**config.mk**
```make
export PLATFORM = sky130hd
export DESIGN_NAME = tex_req_sequencer_flat
export DESIGN_NICKNAME = d
export VERILOG_FILES = /design/src/rtl/tex_req_sequencer_if.sv /design/src/rtl/tex_req_sequencer.sv /design/src/flat_wrapper.sv
export SDC_FILE = /design/constraint.sdc
export NUM_CORES = 1
export LEC_CHECK = 0
export BUFFER_PORTS_ARGS = -buffer_cell sky130_fd_sc_hd__buf_2
export CORE_ASPECT_RATIO = 0.75
export CORE_MARGIN = 2
export CORE_UTILIZATION = 40
export DETAILED_ROUTE_END_ITERATION = 7
export HOLD_SLACK_MARGIN = 0.08
export MAX_ROUTING_LAYER = met4
export SYNTH_ARGS = -nofsm -noshare
export SYNTH_HDL_FRONTEND = slang
export SYNTH_SLANG_ARGS = --single-unit
```
**constraint.sdc**
```tcl
create_clock -name clk -period 19.45 [get_ports clk]
set_input_delay 2.9175 -clock clk [delete_from_list [all_inputs] [get_ports clk]]
set_output_delay 2.9175 -clock clk [all_outputs]
set_load 0.03 [all_outputs]
```
**src/rtl/tex_req_sequencer_if.sv**
```systemverilog
// -----------------------------------------------------------------------------
// tex_req_sequencer_if
// Texture bus bundle between a core's texture agent, the request sequencer and
// the single-lane sampler pipeline.
//   request  : req_valid/req_ready, req_mask, req_coords (u lanes low, v lanes
//              high), req_lod, req_stage, req_tag
//   issue    : smp_valid/smp_ready, smp_u, smp_v, smp_lod, smp_stage
//   texel    : smp_rsp_valid/smp_rsp_ready, smp_rsp_texel
//   response : rsp_valid/rsp_ready, rsp_texels, rsp_tag
// Modports:
//   slave  - the sequencer's view
//   master - the surrounding agent/sampler view
// -----------------------------------------------------------------------------
interface tex_req_sequencer_if #(
    parameter int NUM_LANES  = 4,
    parameter int LOD_BITS   = 4,
    parameter int STAGE_BITS = 1,
    parameter int TAG_WIDTH  = 16
);
    logic                          req_valid;
    logic                          req_ready;
    logic [NUM_LANES-1:0]          req_mask;
    logic [2*NUM_LANES*32-1:0]     req_coords;
    logic [NUM_LANES*LOD_BITS-1:0] req_lod;
    logic [STAGE_BITS-1:0]         req_stage;
    logic [TAG_WIDTH-1:0]          req_tag;

    logic                          smp_valid;
    logic                          smp_ready;
    logic [31:0]                   smp_u;
    logic [31:0]                   smp_v;
    logic [LOD_BITS-1:0]           smp_lod;
    logic [STAGE_BITS-1:0]         smp_stage;

    logic                          smp_rsp_valid;
    logic                          smp_rsp_ready;
    logic [31:0]                   smp_rsp_texel;

    logic                          rsp_valid;
    logic                          rsp_ready;
    logic [NUM_LANES*32-1:0]       rsp_texels;
    logic [TAG_WIDTH-1:0]          rsp_tag;

    modport slave (
        input  req_valid, req_mask, req_coords, req_lod, req_stage, req_tag,
        output req_ready,
        output smp_valid, smp_u, smp_v, smp_lod, smp_stage,
        input  smp_ready,
        input  smp_rsp_valid, smp_rsp_texel,
        output smp_rsp_ready,
        output rsp_valid, rsp_texels, rsp_tag,
        input  rsp_ready
    );

    modport master (
        output req_valid, req_mask, req_coords, req_lod, req_stage, req_tag,
        input  req_ready,
        input  smp_valid, smp_u, smp_v, smp_lod, smp_stage,
        output smp_ready,
        output smp_rsp_valid, smp_rsp_texel,
        input  smp_rsp_ready,
        input  rsp_valid, rsp_texels, rsp_tag,
        output rsp_ready
    );
endinterface

```
**src/rtl/tex_req_sequencer.sv**
```systemverilog
// -----------------------------------------------------------------------------
// tex_req_sequencer
// Accepts one multi-lane texture request, issues its active lanes one at a
// time (lowest lane first) to a single-lane sampler, gathers the texels that
// come back in issue order and returns them in one response with the original
// tag.
// Ports:
//   clk      - clock
//   reset    - asynchronous active-high reset
//   tex_bus  - tex_req_sequencer_if.slave (request, issue, texel, response)
//   perf_reqs / perf_lanes / perf_stalls - 32-bit event counters, present only
//              when TEX_REQ_SEQUENCER_PERF_EN is defined
// Build option: TEX_REQ_SEQUENCER_PERF_EN
// -----------------------------------------------------------------------------
// state | meaning
// IDLE  | waiting for a request (req_ready high once out of reset)
// BUSY  | issuing lanes to the sampler and collecting texels
// RESP  | response presented, held until rsp_ready
// -----------------------------------------------------------------------------
module tex_req_sequencer #(
    parameter int NUM_LANES  = 4,
    parameter int LOD_BITS   = 4,
    parameter int STAGE_BITS = 1,
    parameter int TAG_WIDTH  = 16
) (
    input  logic               clk,
    input  logic               reset,
    tex_req_sequencer_if.slave tex_bus
`ifdef TEX_REQ_SEQUENCER_PERF_EN
    ,
    output logic [31:0]        perf_reqs,
    output logic [31:0]        perf_lanes,
    output logic [31:0]        perf_stalls
`endif
);

    localparam int IDX_W = (NUM_LANES > 1) ? $clog2(NUM_LANES) : 1;

    typedef enum logic [1:0] {IDLE, BUSY, RESP} state_t;

    state_t                             r_state;
    logic                               r_req_ready;
    logic [NUM_LANES-1:0]               r_issue_mask;
    logic [NUM_LANES-1:0]               r_ret_mask;
    logic [NUM_LANES-1:0][31:0]         r_u;
    logic [NUM_LANES-1:0][31:0]         r_v;
    logic [NUM_LANES-1:0][LOD_BITS-1:0] r_lod;
    logic [STAGE_BITS-1:0]              r_stage;
    logic [TAG_WIDTH-1:0]               r_tag;
    logic [NUM_LANES-1:0][31:0]         r_texels;

    logic [IDX_W-1:0]                   w_issue_idx;
    logic [IDX_W-1:0]                   w_ret_idx;
    logic                               w_req_fire;
    logic                               w_smp_valid;
    logic                               w_issue_fire;
    logic                               w_outstanding;
    logic                               w_ret_fire;
    logic [NUM_LANES-1:0]               w_ret_mask_nxt;

    // Lowest set bit of each mask; scanning downward lets the lowest win.
    always_comb begin
        w_issue_idx = '0;
        w_ret_idx   = '0;
        for (int i = NUM_LANES - 1; i >= 0; i--) begin
            if (r_issue_mask[i]) w_issue_idx = IDX_W'(i);
            if (r_ret_mask[i])   w_ret_idx   = IDX_W'(i);
        end
    end

    assign w_req_fire    = tex_bus.req_valid && r_req_ready;
    assign w_smp_valid   = (r_state == BUSY) && (|r_issue_mask);
    assign w_issue_fire  = w_smp_valid && tex_bus.smp_ready;
    // Both masks drain lowest-first, so any difference means a lane is in the sampler.
    assign w_outstanding = (r_ret_mask != r_issue_mask);
    assign w_ret_fire    = (r_state == BUSY) && tex_bus.smp_rsp_valid && w_outstanding;
    assign w_ret_mask_nxt = w_ret_fire ? (r_ret_mask & (r_ret_mask - NUM_LANES'(1))) : r_ret_mask;

    assign tex_bus.req_ready     = r_req_ready;
    assign tex_bus.smp_valid     = w_smp_valid;
    assign tex_bus.smp_u         = r_u[w_issue_idx];
    assign tex_bus.smp_v         = r_v[w_issue_idx];
    assign tex_bus.smp_lod       = r_lod[w_issue_idx];
    assign tex_bus.smp_stage     = r_stage;
    assign tex_bus.smp_rsp_ready = (r_state == BUSY);
    assign tex_bus.rsp_valid     = (r_state == RESP);
    assign tex_bus.rsp_texels    = r_texels;
    assign tex_bus.rsp_tag       = r_tag;

    // req_ready is a register so it reads 0 while reset is held; it rises on
    // the first clock after reset is released.
    always_ff @(posedge clk or posedge reset) begin
        if (reset) begin
            r_state      <= IDLE;
            r_req_ready  <= 1'b0;
            r_issue_mask <= '0;
            r_ret_mask   <= '0;
            r_u          <= '0;
            r_v          <= '0;
            r_lod        <= '0;
            r_stage      <= '0;
            r_tag        <= '0;
            r_texels     <= '0;
        end else begin
            case (r_state)
                IDLE: begin
                    r_req_ready <= 1'b1;
                    if (w_req_fire) begin
                        r_req_ready  <= 1'b0;
                        r_u          <= tex_bus.req_coords[NUM_LANES*32-1:0];
                        r_v          <= tex_bus.req_coords[2*NUM_LANES*32-1:NUM_LANES*32];
                        r_lod        <= tex_bus.req_lod;
                        r_stage      <= tex_bus.req_stage;
                        r_tag        <= tex_bus.req_tag;
                        r_issue_mask <= tex_bus.req_mask;
                        r_ret_mask   <= tex_bus.req_mask;
                        r_texels     <= '0;
                        r_state      <= (|tex_bus.req_mask) ? BUSY : RESP;
                    end
                end
                BUSY: begin
                    if (w_issue_fire)
                        r_issue_mask <= r_issue_mask & (r_issue_mask - NUM_LANES'(1));
                    if (w_ret_fire)
                        r_texels[w_ret_idx] <= tex_bus.smp_rsp_texel;
                    r_ret_mask <= w_ret_mask_nxt;
                    if (w_ret_mask_nxt == '0)
                        r_state <= RESP;
                end
                RESP: begin
                    if (tex_bus.rsp_ready) begin
                        r_state     <= IDLE;
                        r_req_ready <= 1'b1;
                    end
                end
                default: r_state <= IDLE;
            endcase
        end
    end

    // A texel with nothing in flight means the sampler broke its contract;
    // the texel is dropped by the w_outstanding gate above.
    a_no_orphan_texel: assert property (
        @(posedge clk) disable iff (reset)
        ((r_state == BUSY) && tex_bus.smp_rsp_valid) |-> w_outstanding
    ) else $error("sampler texel returned with no lane outstanding");

`ifdef TEX_REQ_SEQUENCER_PERF_EN
    logic [31:0] r_perf_reqs;
    logic [31:0] r_perf_lanes;
    logic [31:0] r_perf_stalls;

    always_ff @(posedge clk or posedge reset) begin
        if (reset) begin
            r_perf_reqs   <= '0;
            r_perf_lanes  <= '0;
            r_perf_stalls <= '0;
        end else begin
            if (w_req_fire)                        r_perf_reqs   <= r_perf_reqs + 32'd1;
            if (w_issue_fire)                      r_perf_lanes  <= r_perf_lanes + 32'd1;
            if (w_smp_valid && !tex_bus.smp_ready) r_perf_stalls <= r_perf_stalls + 32'd1;
        end
    end

    assign perf_reqs   = r_perf_reqs;
    assign perf_lanes  = r_perf_lanes;
    assign perf_stalls = r_perf_stalls;
`endif

endmodule

```
**src/flat_wrapper.sv**
```systemverilog
// flat-port wrapper written by rule: the top's interface ports become plain ports
module tex_req_sequencer_flat 
#(
    parameter int NUM_LANES  = 4,
    parameter int LOD_BITS   = 4,
    parameter int STAGE_BITS = 1,
    parameter int TAG_WIDTH  = 16
)
  (clk, reset, tex_bus_req_valid, tex_bus_req_mask, tex_bus_req_coords, tex_bus_req_lod, tex_bus_req_stage, tex_bus_req_tag, tex_bus_req_ready, tex_bus_smp_valid, tex_bus_smp_u, tex_bus_smp_v, tex_bus_smp_lod, tex_bus_smp_stage, tex_bus_smp_ready, tex_bus_smp_rsp_valid, tex_bus_smp_rsp_texel, tex_bus_smp_rsp_ready, tex_bus_rsp_valid, tex_bus_rsp_texels, tex_bus_rsp_tag, tex_bus_rsp_ready);
  tex_req_sequencer_if #(.NUM_LANES(NUM_LANES), .LOD_BITS(LOD_BITS), .STAGE_BITS(STAGE_BITS), .TAG_WIDTH(TAG_WIDTH)) tex_bus_i ();
  input  logic clk;
  input  logic reset;
  input wire logic [$bits(tex_bus_i.req_valid)-1:0] tex_bus_req_valid;
  input wire logic [$bits(tex_bus_i.req_mask)-1:0] tex_bus_req_mask;
  input wire logic [$bits(tex_bus_i.req_coords)-1:0] tex_bus_req_coords;
  input wire logic [$bits(tex_bus_i.req_lod)-1:0] tex_bus_req_lod;
  input wire logic [$bits(tex_bus_i.req_stage)-1:0] tex_bus_req_stage;
  input wire logic [$bits(tex_bus_i.req_tag)-1:0] tex_bus_req_tag;
  output wire logic [$bits(tex_bus_i.req_ready)-1:0] tex_bus_req_ready;
  output wire logic [$bits(tex_bus_i.smp_valid)-1:0] tex_bus_smp_valid;
  output wire logic [$bits(tex_bus_i.smp_u)-1:0] tex_bus_smp_u;
  output wire logic [$bits(tex_bus_i.smp_v)-1:0] tex_bus_smp_v;
  output wire logic [$bits(tex_bus_i.smp_lod)-1:0] tex_bus_smp_lod;
  output wire logic [$bits(tex_bus_i.smp_stage)-1:0] tex_bus_smp_stage;
  input wire logic [$bits(tex_bus_i.smp_ready)-1:0] tex_bus_smp_ready;
  input wire logic [$bits(tex_bus_i.smp_rsp_valid)-1:0] tex_bus_smp_rsp_valid;
  input wire logic [$bits(tex_bus_i.smp_rsp_texel)-1:0] tex_bus_smp_rsp_texel;
  output wire logic [$bits(tex_bus_i.smp_rsp_ready)-1:0] tex_bus_smp_rsp_ready;
  output wire logic [$bits(tex_bus_i.rsp_valid)-1:0] tex_bus_rsp_valid;
  output wire logic [$bits(tex_bus_i.rsp_texels)-1:0] tex_bus_rsp_texels;
  output wire logic [$bits(tex_bus_i.rsp_tag)-1:0] tex_bus_rsp_tag;
  input wire logic [$bits(tex_bus_i.rsp_ready)-1:0] tex_bus_rsp_ready;
  assign tex_bus_i.req_valid = tex_bus_req_valid;
  assign tex_bus_i.req_mask = tex_bus_req_mask;
  assign tex_bus_i.req_coords = tex_bus_req_coords;
  assign tex_bus_i.req_lod = tex_bus_req_lod;
  assign tex_bus_i.req_stage = tex_bus_req_stage;
  assign tex_bus_i.req_tag = tex_bus_req_tag;
  assign tex_bus_req_ready = tex_bus_i.req_ready;
  assign tex_bus_smp_valid = tex_bus_i.smp_valid;
  assign tex_bus_smp_u = tex_bus_i.smp_u;
  assign tex_bus_smp_v = tex_bus_i.smp_v;
  assign tex_bus_smp_lod = tex_bus_i.smp_lod;
  assign tex_bus_smp_stage = tex_bus_i.smp_stage;
  assign tex_bus_i.smp_ready = tex_bus_smp_ready;
  assign tex_bus_i.smp_rsp_valid = tex_bus_smp_rsp_valid;
  assign tex_bus_i.smp_rsp_texel = tex_bus_smp_rsp_texel;
  assign tex_bus_smp_rsp_ready = tex_bus_i.smp_rsp_ready;
  assign tex_bus_rsp_valid = tex_bus_i.rsp_valid;
  assign tex_bus_rsp_texels = tex_bus_i.rsp_texels;
  assign tex_bus_rsp_tag = tex_bus_i.rsp_tag;
  assign tex_bus_i.rsp_ready = tex_bus_rsp_ready;
  tex_req_sequencer #(.NUM_LANES(NUM_LANES), .LOD_BITS(LOD_BITS), .STAGE_BITS(STAGE_BITS), .TAG_WIDTH(TAG_WIDTH)) u_core (.clk(clk), .reset(reset), .tex_bus(tex_bus_i));
endmodule
```
==> results of run 1 <==
==> flip-flops by register name, indices dropped and copies added (netlist names) <==
signal,cells
u_core.r_u,128
u_core.r_v,128
u_core.tex_bus.rsp_texels,128
u_core.r_lod,16
u_core.tex_bus.rsp_tag,16
u_core.r_issue_mask,4
u_core.r_ret_mask,4
u_core.r_state,2
u_core.tex_bus.req_ready,1
u_core.tex_bus.smp_stage,1
==> power by group <==
group | leakage [nW] | switching, mW | internal, mW
Clock | 0.730 | 0.353 | 0.503
Sequential | 5.51 | 0.204 | 1.22
Combinational | 5.83 | 1.16 | 0.612
==> cell usage in the layout (no fill, tap or decap), types with 4 or more instances in the layout <==
cell       synthesis  layout
a21oi_1            8       8
a22o_1            34      34
buf_2             33     547
buf_4             33      16
clkbuf_1          41       5
clkbuf_16          0      45
clkbuf_8           0      14
clkinv_2           0       7
dfrtp_1          428     428
diode_2            0      20
mux4_2            68      68
nand2_1          908     908
nor2_1             9       8
nor2b_1            4       4
o21ai_0            6       6
o2bb2ai_1         97      97
==> how the worst min path moves through the flow <==
stage | startpoint | end | slack, ns | cells past startpoint
floorplan | u_core.r_lod[4] | u_core.r_lod[4] | 0.44 | 2
global placement | u_core.tex_bus.rsp_tag[15] | u_core.tex_bus.rsp_tag[15] | 0.45 | 2
detailed placement | u_core.r_v[107] | u_core.r_v[107] | 0.46 | 2
CTS | u_core.tex_bus.rsp_tag[12] | u_core.tex_bus.rsp_tag[12] | 0.47 | 2
global route | u_core.tex_bus.rsp_tag[3] | u_core.tex_bus.rsp_tag[3] | 0.49 | 2
finish | u_core.r_v[114] | u_core.r_v[114] | 0.47 | 2
==> Yosys cell counts, types with 2 or more instances <==
cell type | n | area share
a21oi_1 | 8 | 0.0022
a22o_1 | 34 | 0.017
buf_1 | 3 | 0.00063
buf_2 | 33 | 0.0093
buf_4 | 33 | 0.014
buf_6 | 3 | 0.0019
clkbuf_1 | 41 | 0.0086
dfrtp_1 | 428 | 0.60
inv_1 | 4 | 0.00084
mux4_2 | 68 | 0.086
nand2_1 | 908 | 0.19
nor2_1 | 9 | 0.0019
nor2b_1 | 4 | 0.0014
nor3_1 | 2 | 0.00056
nor3b_1 | 2 | 0.00084
o21ai_0 | 6 | 0.0017
o22ai_1 | 2 | 0.00070
o2bb2ai_1 | 97 | 0.048
xnor2_1 | 3 | 0.0015
==> routing by layer <==
layer,part of all wire,track usage
met4,0.026,0.07830
met3,0.069,0.04818
met1,0.43,0.3306
met2,0.47,0.3563
met5,0,-
==> cell families after synthesis <==
group / Yosys count
and+or+nand+nor: 936
buffers and inverters: 118
AOI/OAI and AO/OA: 155
xor gates and xnor gates: 4
DFF: 428
muxes: 68
==> cell type report <==
cell class              instances  area [um^2]  share of cell area
clock buffers                  64         1338             0.05973
well taps                     578        723.2             0.03230
clock inverters                14        136.4            0.006090
multi-input cells            1163         6511              0.2908
flip-flops and latches        428        10710              0.4783
diodes                         20        50.05            0.002235
inverters                       5        26.28            0.001173
repair buffers                565         2898              0.1294
==> worst min-delay path, cell delays in order, from the launching register on <==
cell     delay, ns
dfrtp_1       0.33
nand2_1       0.05
nand2_1       0.05
==> per-stage QoR <==
step / std cells / utilization / total power [mW] / setup WS (ns)
floorplan: 1709 / - / 2.723 / 4.614
global placement: 2739 / 0.4777 / 3.197 / 13.32
detailed placement: 2739 / 0.4777 / 3.225 / 13.29
CTS: 2817 / 0.5115 / 4.095 / 12.70
global route: 2837 / 0.5126 / 4.309 / 12.49
finish: 2837 / 0.5126 / 4.055 / 12.84
==> impl_metrics.tcl, run 1 <==
set metrics [dict create \
    rsz0062_at_grt "no" \
    drive_gt1_frac 0.3216 \
    ys_seq_elements 428 \
    fin_hold_ws_ns 0.4685 \
    hold_violations 0 \
    io_pins 548 \
    drt_iter0_drc 989 \
    path_delay_family "buffers and inverters" \
    synth_top_family_by_area "simple AND/OR/NAND/NOR gates" \
    synthMuxAreaShare 0.08595 \
    syn_area_um2 17820 \
    hold_buffers 0 \
    synthSimpleGateAreaFrac 0.2010 \
    grt_remaining_overflow 0 \
    synth_warnings 0 \
    cap_violations 0 \
    finalWirelength_mm 54.47 \
    cp_max_fo 45 \
    fp.dieH_um 186.8 \
    routabilityCongestion 0.9230 \
    synthAdderAreaFrac 0 \
    area_growth_pct 25.67 \
    cts_sinks 428 \
    grt_pass1_wl_mm 83.68 \
    synth_flop_cell "dfrtp_1" \
    numPortBuffers 547 \
    path_cells "inv_1 > a21oi_1 > nor2_4 > buf_4 > mux4_2 > buf_2" \
    skew_ns 0.01541 \
    cts_buffers 44 \
    hold_class "flop to flop" \
    root_buffer "clkbuf_16" \
    worstPathArrival_ns 3.69 \
    first_pass_iters 6 \
    vias 14400 \
    row_count 66 \
    final_nets 2538 \
    hpwlAfterDp_mm 37.78 \
    worstSkewPairLatency_ns 0.55 \
    synthCells 1709 \
    wl_per_cell_um 19.20 \
    fmax_mhz 151.3 \
    worst-path-stages 6 \
    reg2regPathDepth 5 \
    cp-end-kind "output port" \
    worst-setup-path-type "flop to output port" \
    h-tree-depth 2 \
    fp.coreArea_um2 43680 \
    grt.total_usage 0.2397 \
    clk_pin_slew_worst_paths_ns 0.06 \
    avgSynthCellArea_um2 10.43 \
    cts_setup_buffers 0 \
    synth_compound_area_frac 0.07422 \
    async_flop_share 1.000 \
    synth_cell_types 40 \
    syn_nets 2040 \
    crit_path_top_delay_cell "buf_4" \
    crit_path_end "tex_bus_smp_u[18]" \
    power.density_nw_per_um2 181.1 \
    fill_cells 4077 \
    fp.dieArea_um2 46270 \
    peakVddDrop_mv 0.1309 \
    synth_enable_flop_cells 0 \
    first_global_vias 14260 \
    finalCritPeriodShare 0.3399 \
    cts_tree "yes" \
    initial_core_util 0.4079 \
    setup_viol 0 \
    vias_per_cell 5.076 \
    worst_pin_slew_ns 1.146 \
    leakage_nw 12.07 \
    slowest_delay_ns 0.83 \
    cp_num_buf_inv 3 \
    cp_data_required_time_ns 16.53 \
    slew_violations 0 \
    drcViolationCount 0 \
    reg2reg_slack_ns 16.68 \
    fin_setup_tns_ns 0 \
    fin_crit_ns 6.610 \
    r2r-end "u_core.r_lod[12]" \
    cts.path.max_buffers 3 \
    synth_xor_area_frac 0.002387 \
    place_area_um2 20870 \
    antenna_found_initial 21 \
    ys_seq_area_frac 0.6011 \
    relSlewSlack 0.2357 \
    crit_start "u_core.r_issue_mask[2]" \
    design_area_um2 22390 \
    grt_max_degree 202 \
    setup.worst_path.start_class "flop" \
    cts-resized-gates 0 \
    antenna_left 0 \
    rr_startpoint "u_core.r_state[0]" \
    outcome "finished, final reports clean" \
    die_w_um 247.7 \
]
(Power assumes the default switching activity.)
==> run 2: changes to the inputs <==
- clock period: 19.45 -> 6.2 ns (I/O delays scaled with it)
==> run 2 against run 1 <==
Global-route usage is 0.15 points higher; hold slack hardly changed; clock-buffer cell count is 2 higher; first-iteration DRC count is 1.4% higher; power grew to 3.2 times the previous value; sequential cell count stayed put; final cell count is 0.28% lower; combinational power grew to 3.2 times the previous value; cell area is 0.46% higher; clock skew is 0.00081 ns lower; sequential power grew to 3.1 times the previous value; largest cell class unchanged.
==> impl_metrics.tcl, run 2 (synthesized netlist as in run 1, its figures left out) <==
set metrics [dict create \
    outcome "finished, final reports clean" \
    fin_hold_ws_ns 0.4689 \
    slew_violations 0 \
    fmax_mhz 252.3 \
    cap_violations 0 \
    relSlewSlack 0.2183 \
    first_global_vias 14300 \
    cts_sinks 428 \
    cts_tree "yes" \
    fp.dieArea_um2 46270 \
    fin_crit_ns 3.964 \
    cts.path.max_buffers 3 \
    design_area_um2 22500 \
    power.density_nw_per_um2 572.9 \
    final_common_cell "nand2_1" \
    setup.worst_path.start_class "flop" \
    grt_pass1_wl_mm 84.66 \
    path_cells "inv_1 > a21oi_1 > nor2_4 > buf_12 > mux4_2 > buf_2" \
    row_count 66 \
    drt_iter0_drc 1003 \
    final_nets 2537 \
    worstSkewPairLatency_ns 0.54 \
    cp_data_required_time_ns 5.27 \
    reg2regPathDepth 5 \
    drcViolationCount 0 \
    grt_remaining_overflow 0 \
    worst-setup-path-type "flop to output port" \
    place_area_um2 20930 \
    cts_buffers 45 \
    cts-resized-gates 0 \
    crit_path_top_delay_cell "nor2_4" \
    first_pass_iters 5 \
    rsz0062_at_grt "no" \
    die_w_um 247.7 \
    fin_setup_tns_ns 0 \
    worst_pin_slew_ns 1.172 \
    slowest_delay_ns 0.75 \
    antenna_found_initial 19 \
    grt_max_degree 223 \
    io_pins 548 \
    antenna_left 0 \
    hpwlAfterDp_mm 37.26 \
    finalWirelength_mm 54.54 \
    clk_pin_slew_worst_paths_ns 0.06 \
    hold_violations 0 \
    area_growth_pct 26.26 \
    numPortBuffers 547 \
    hold_buffers 0 \
    fin_util 0.5150 \
    vias_per_cell 5.033 \
    finalCritPeriodShare 0.6393 \
    leakage_nw 12.10 \
    p_total_mw 12.89 \
    initial_core_util 0.4079 \
    grt.total_usage 0.2412 \
    h-tree-depth 2 \
    drive_gt1_frac 0.3190 \
    worstPathArrival_ns 3.03 \
    cp-end-kind "output port" \
    routabilityCongestion 0.8676 \
    cts_setup_buffers 0 \
    skew_ns 0.01460 \
    setup_viol 0 \
    wl_per_cell_um 19.28 \
    peakVddDrop_mv 0.3036 \
    root_buffer "clkbuf_16" \
    fp.coreArea_um2 43680 \
    vias 14240 \
    fp.dieH_um 186.8 \
    hold_class "flop to flop" \
    cp_max_fo 28 \
    hold_depth 2 \
    final_cell_mix "nand2_1 (908), buf_2 (547), dfrtp_1 (428)" \
]
## run 2: cell count changes in the layout (fill, tap and decap cells not counted), sizes merged, moves of 2 or more
cell    change
clkbuf      +2
bufinv      +3
inv         -2
diode       -7
clkinv      -3
buf         -2
## run 2: critical path: cells and delay by family, from the launching register on
family,cells,cell delay [ns]
buf+inv,3,0.63
simple gates,1,0.75
mux,1,0.56
compound gates,1,0.09
flops,1,0.42
## run 2: worst paths after layout
path                                              from                            end  slack (ns)
worst max register to register       u_core.r_state[0]                 u_core.r_u[96]        3.32
worst max-delay path            u_core.r_issue_mask[2]              tex_bus_smp_u[20]        2.24
worst min register to register          u_core.r_u[92]                 u_core.r_u[92]        0.47
min in group asynchronous                        reset                 u_core.r_v[40]        0.51
worst min-delay path                    u_core.r_u[92]                 u_core.r_u[92]        0.47
max in group asynchronous                        reset  u_core.tex_bus.rsp_texels[49]        4.15
## run 2: metrics by stage
stage,std cells,setup slack (ns)
4_1_cts,2816,2.128
5_1_grt,2827,1.976
2_1_floorplan,1709,-0.5074
6_report,2829,2.236
3_3_place_gp,2737,2.779
3_5_place_dp,2737,2.724
## run 2: where the power goes
part	internal, mW	total, mW	switching [mW]	leakage [nW]
clock	1.70	2.81	1.11	0.751
combinational	1.95	5.64	3.69	5.84
sequential	3.84	4.44	0.602	5.51
total	7.49	12.9	5.40	12.1
## run 2: routing by layer
layer,wire length [um],GRT usage,vias up
met4,1120,0.05458,0
li1,-,-,6626
met5,0,-,-
met1,23520,0.3291,7065
met3,3816,0.04976,87
met2,26080,0.3728,461
## run 2: area by class of cell
type | count | area, um^2
multi-input combinational | 1163 | 6526
clock buffer | 66 | 1338
sequential | 428 | 10710
inverter | 5 | 22.52
clock inverter | 13 | 198.9
tap | 578 | 723.2
antenna | 13 | 32.53
fill | 4057 | 21190
timing repair buffer | 563 | 2945
==> run 3: changes to the inputs <==
- ABC_AREA: default -> 1
- PLACE_DENSITY: default -> 0.67
- clock period: 6.2 -> 3.3 ns (I/O delays scaled with it)
==> run 3 against run 2 <==
Setup slack worse by 2.1 ns; synthesized cell count up 27%; die area up 1.6%; non-clock buffer count up 17; register-to-register slack worse by 2.5 ns; combinational power up 120%; sequential cell count unchanged; via count up 17%; final cell count up 16%; sequential power up 91%; critical path depth up 1; largest power group unchanged; highest routed layer unchanged.
==> impl_metrics.tcl, run 3 <==
set metrics [dict create \
    outcome "finished, final reports clean" \
    yosysTopAreaCell "dfrtp_1" \
    drive_gt1_frac 0.2474 \
    cts_setup_buffers 0 \
    power.density_nw_per_um2 1130 \
    drcViolationCount 0 \
    antenna_found_initial 21 \
    synth_cell_types 26 \
    grt_remaining_overflow 0 \
    wl_per_cell_um 17.67 \
    drt_iter0_drc 1506 \
    p_int_mw 13.72 \
    grt_pass1_wl_mm 90.51 \
    die_w_um 249.7 \
    synth_commonest_cells "nand2_1 (1,030), dfrtp_1 (428), o21ai_1 (140)" \
    setup.worst_path.start_class "flop" \
    yosysMostFrequentCell "nand2_1" \
    routabilityCongestion 0.8796 \
    p_switching_mw 12.06 \
    path_cells "inv_1 > o21ai_1 > nand2_4 > buf_12 > nor2_1 > o32ai_1 > buf_2" \
    first_global_vias 16270 \
    first_pass_iters 5 \
    fp.coreArea_um2 44680 \
    relSlewSlack 0.3599 \
    cts.path.max_buffers 3 \
    synthCells 2166 \
    clk_pin_slew_worst_paths_ns 0.07 \
    syn_area_um2 18110 \
    final_nets 2984 \
    synth_warnings 0 \
    synth.area.top_cells "dfrtp_1 (59%), nand2_1 (21%), o21ai_1 (3.9%), o21ai_0 (2.7%), nor2_1 (2.4%)" \
    numPortBuffers 547 \
    slew_violations 0 \
    vias_per_cell 5.075 \
    synth_flop_cell "dfrtp_1" \
    crit_path_top_delay_cell "o32ai_1" \
    io_pins 548 \
    fill_cells 4274 \
    syn_nets 2497 \
    setup_viol 0 \
    ys_seq_area_frac 0.5914 \
    synth_enable_flop_cells 0 \
    initial_core_util 0.4053 \
    slowest_delay_ns 0.47 \
    h-tree-depth 2 \
    cts_buffers 43 \
    cp-end-kind "output port" \
    async_flop_share 1.000 \
    fp.dieArea_um2 47010 \
    share_seq_of_total_power 0.329 \
    finalWirelength_mm 58.06 \
    area_growth_pct 26.01 \
    rsz0062_at_grt "no" \
    swShare 0.4677 \
    cp_max_fo 117 \
    cp_data_required_time_ns 2.80 \
    skew_ns 0.01945 \
    finalCritPeriodShare 0.9505 \
    worst_pin_slew_ns 0.9601 \
    fp.dieH_um 188.3 \
    root_buffer "clkbuf_16" \
    peakVddDrop_mv 0.6801 \
    hold_violations 0 \
    vias 16670 \
    row_count 67 \
    worst-setup-path-type "flop to output port" \
    comb_power_share 0.475 \
    worstSkewPairLatency_ns 0.54 \
    cts_tree "yes" \
    hold_class "primary input to flop" \
    clockPowerShare 0.196 \
    regArea_um2 10710 \
    fin_hold_ws_ns 0.1492 \
    fin_crit_ns 3.137 \
    synth_top_area_share 0.5914 \
    leakage_nw 12.24 \
    avgSynthCellArea_um2 8.362 \
    cts_sinks 428 \
    grt.total_usage 0.2474 \
    multi_input_area_um2 6550 \
    p_total_mw 25.79 \
    grt_max_degree 203 \
    antenna_left 0 \
    worstPathArrival_ns 2.64 \
    final_cell_mix "nand2_1 (1,030), buf_2 (547), dfrtp_1 (428)" \
    ys_seq_elements 428 \
    fmax_mhz 318.8 \
    final_common_cell "nand2_1" \
    cap_violations 0 \
    hpwlAfterDp_mm 39.91 \
]
-- run 3: changes by cell type after synthesis, sizes merged, moves of 34 or more --
| cell | previous run | this run |
|---|---|---|
| o21ai | 6 | 242 |
| nand2 | 909 | 1035 |
| nor2 | 9 | 116 |
| o2bb2ai | 97 | 0 |
| mux4 | 68 | 0 |
| inv | 5 | 56 |
| nand3 | 0 | 36 |
| o32ai | 0 | 35 |
| a22o | 34 | 0 |
| a31oi | 0 | 34 |
-- run 3: final timing paths --
| kind | from | to | slack [ns] | cells after the start |
|---|---|---|---|---|
| max in group asynchronous | reset | u_core.r_v[122] | 1.67 | 4 |
| setup reg to reg | u_core.r_state[0] | u_core.r_v[51] | 0.86 | 5 |
| min in group asynchronous | reset | u_core.tex_bus.rsp_texels[37] | 0.61 | 3 |
| hold / removal | tex_bus_req_coords[198] | u_core.r_v[70] | 0.15 | 3 |
| hold reg to reg | u_core.r_v[110] | u_core.r_v[110] | 0.47 | 2 |
| setup / recovery | u_core.r_issue_mask[1] | tex_bus_smp_lod[2] | 0.16 | 7 |
-- run 3: stage by stage --
stage	cell area, um^2	worst slack, ns	util	setup TNS (ns)	instances
floorplan	18110	-2.972	-	-1272.19	2166
global placement	21320	0.6439	0.4771	0	3193
detailed placement	21320	0.6090	0.4771	0	3193
CTS	22770	0.1562	0.5097	0	3266
global route	22820	0.03972	0.5108	0	3285
finish	22820	0.1633	0.5108	0	3285
-- run 3: routing by layer --
layer  share of wire  vias up  routed length [um]  global-route usage
met3           0.073       79                4225             0.04849
met2            0.48      650               27610              0.3849
met1            0.43     8031               24950              0.3308
met5               0        -                   0                   -
li1                -     7911                   -                   -
met4           0.022        0                1277             0.07113
-- run 3: area by class of cell --
cell class                 instances  share of cell area
inverter                          56            0.009923
multi-input combinational       1544              0.2870
antenna                           19            0.002083
tap                              586             0.03213
clock buffer                      60             0.05395
sequential                       428              0.4693
clock inverter                    12            0.009211
timing repair buffer             580              0.1364
-- run 3: cells by family after synthesis --
kind of cell,count (synthesis),share of synthesized area
AND/OR/NAND/NOR,1191,0.2522
buffers and inverters,194,0.04829
AO/OA/AOI/OAI,353,0.1082
flip-flops,428,0.5914
-- run 3: timing repair --
action,CTS,global route
hold buffers,1,0
hold endpoints to repair,12,0
endpoints found under the setup margin,1,0
gates resized for setup,1,0
-- run 3: critical path, delay by kind of cell, from the launching register on --
family          cells  cell delay [ns]
compound gates      2             0.58
buf+inv             3             0.75
flops               1             0.43
simple gates        2             0.22
-- run 3: power by group through the flow --
stage	registers (mW)	clock network (mW)	logic (mW)
6_report	8.48	5.05	12.3
2_1_floorplan	9.26	0	7.71
4_1_cts	8.45	5.17	12.3
3_5_place_dp	8.51	0	12.3
3_3_place_gp	8.45	0	12.1
5_1_grt	8.70	5.36	13.4
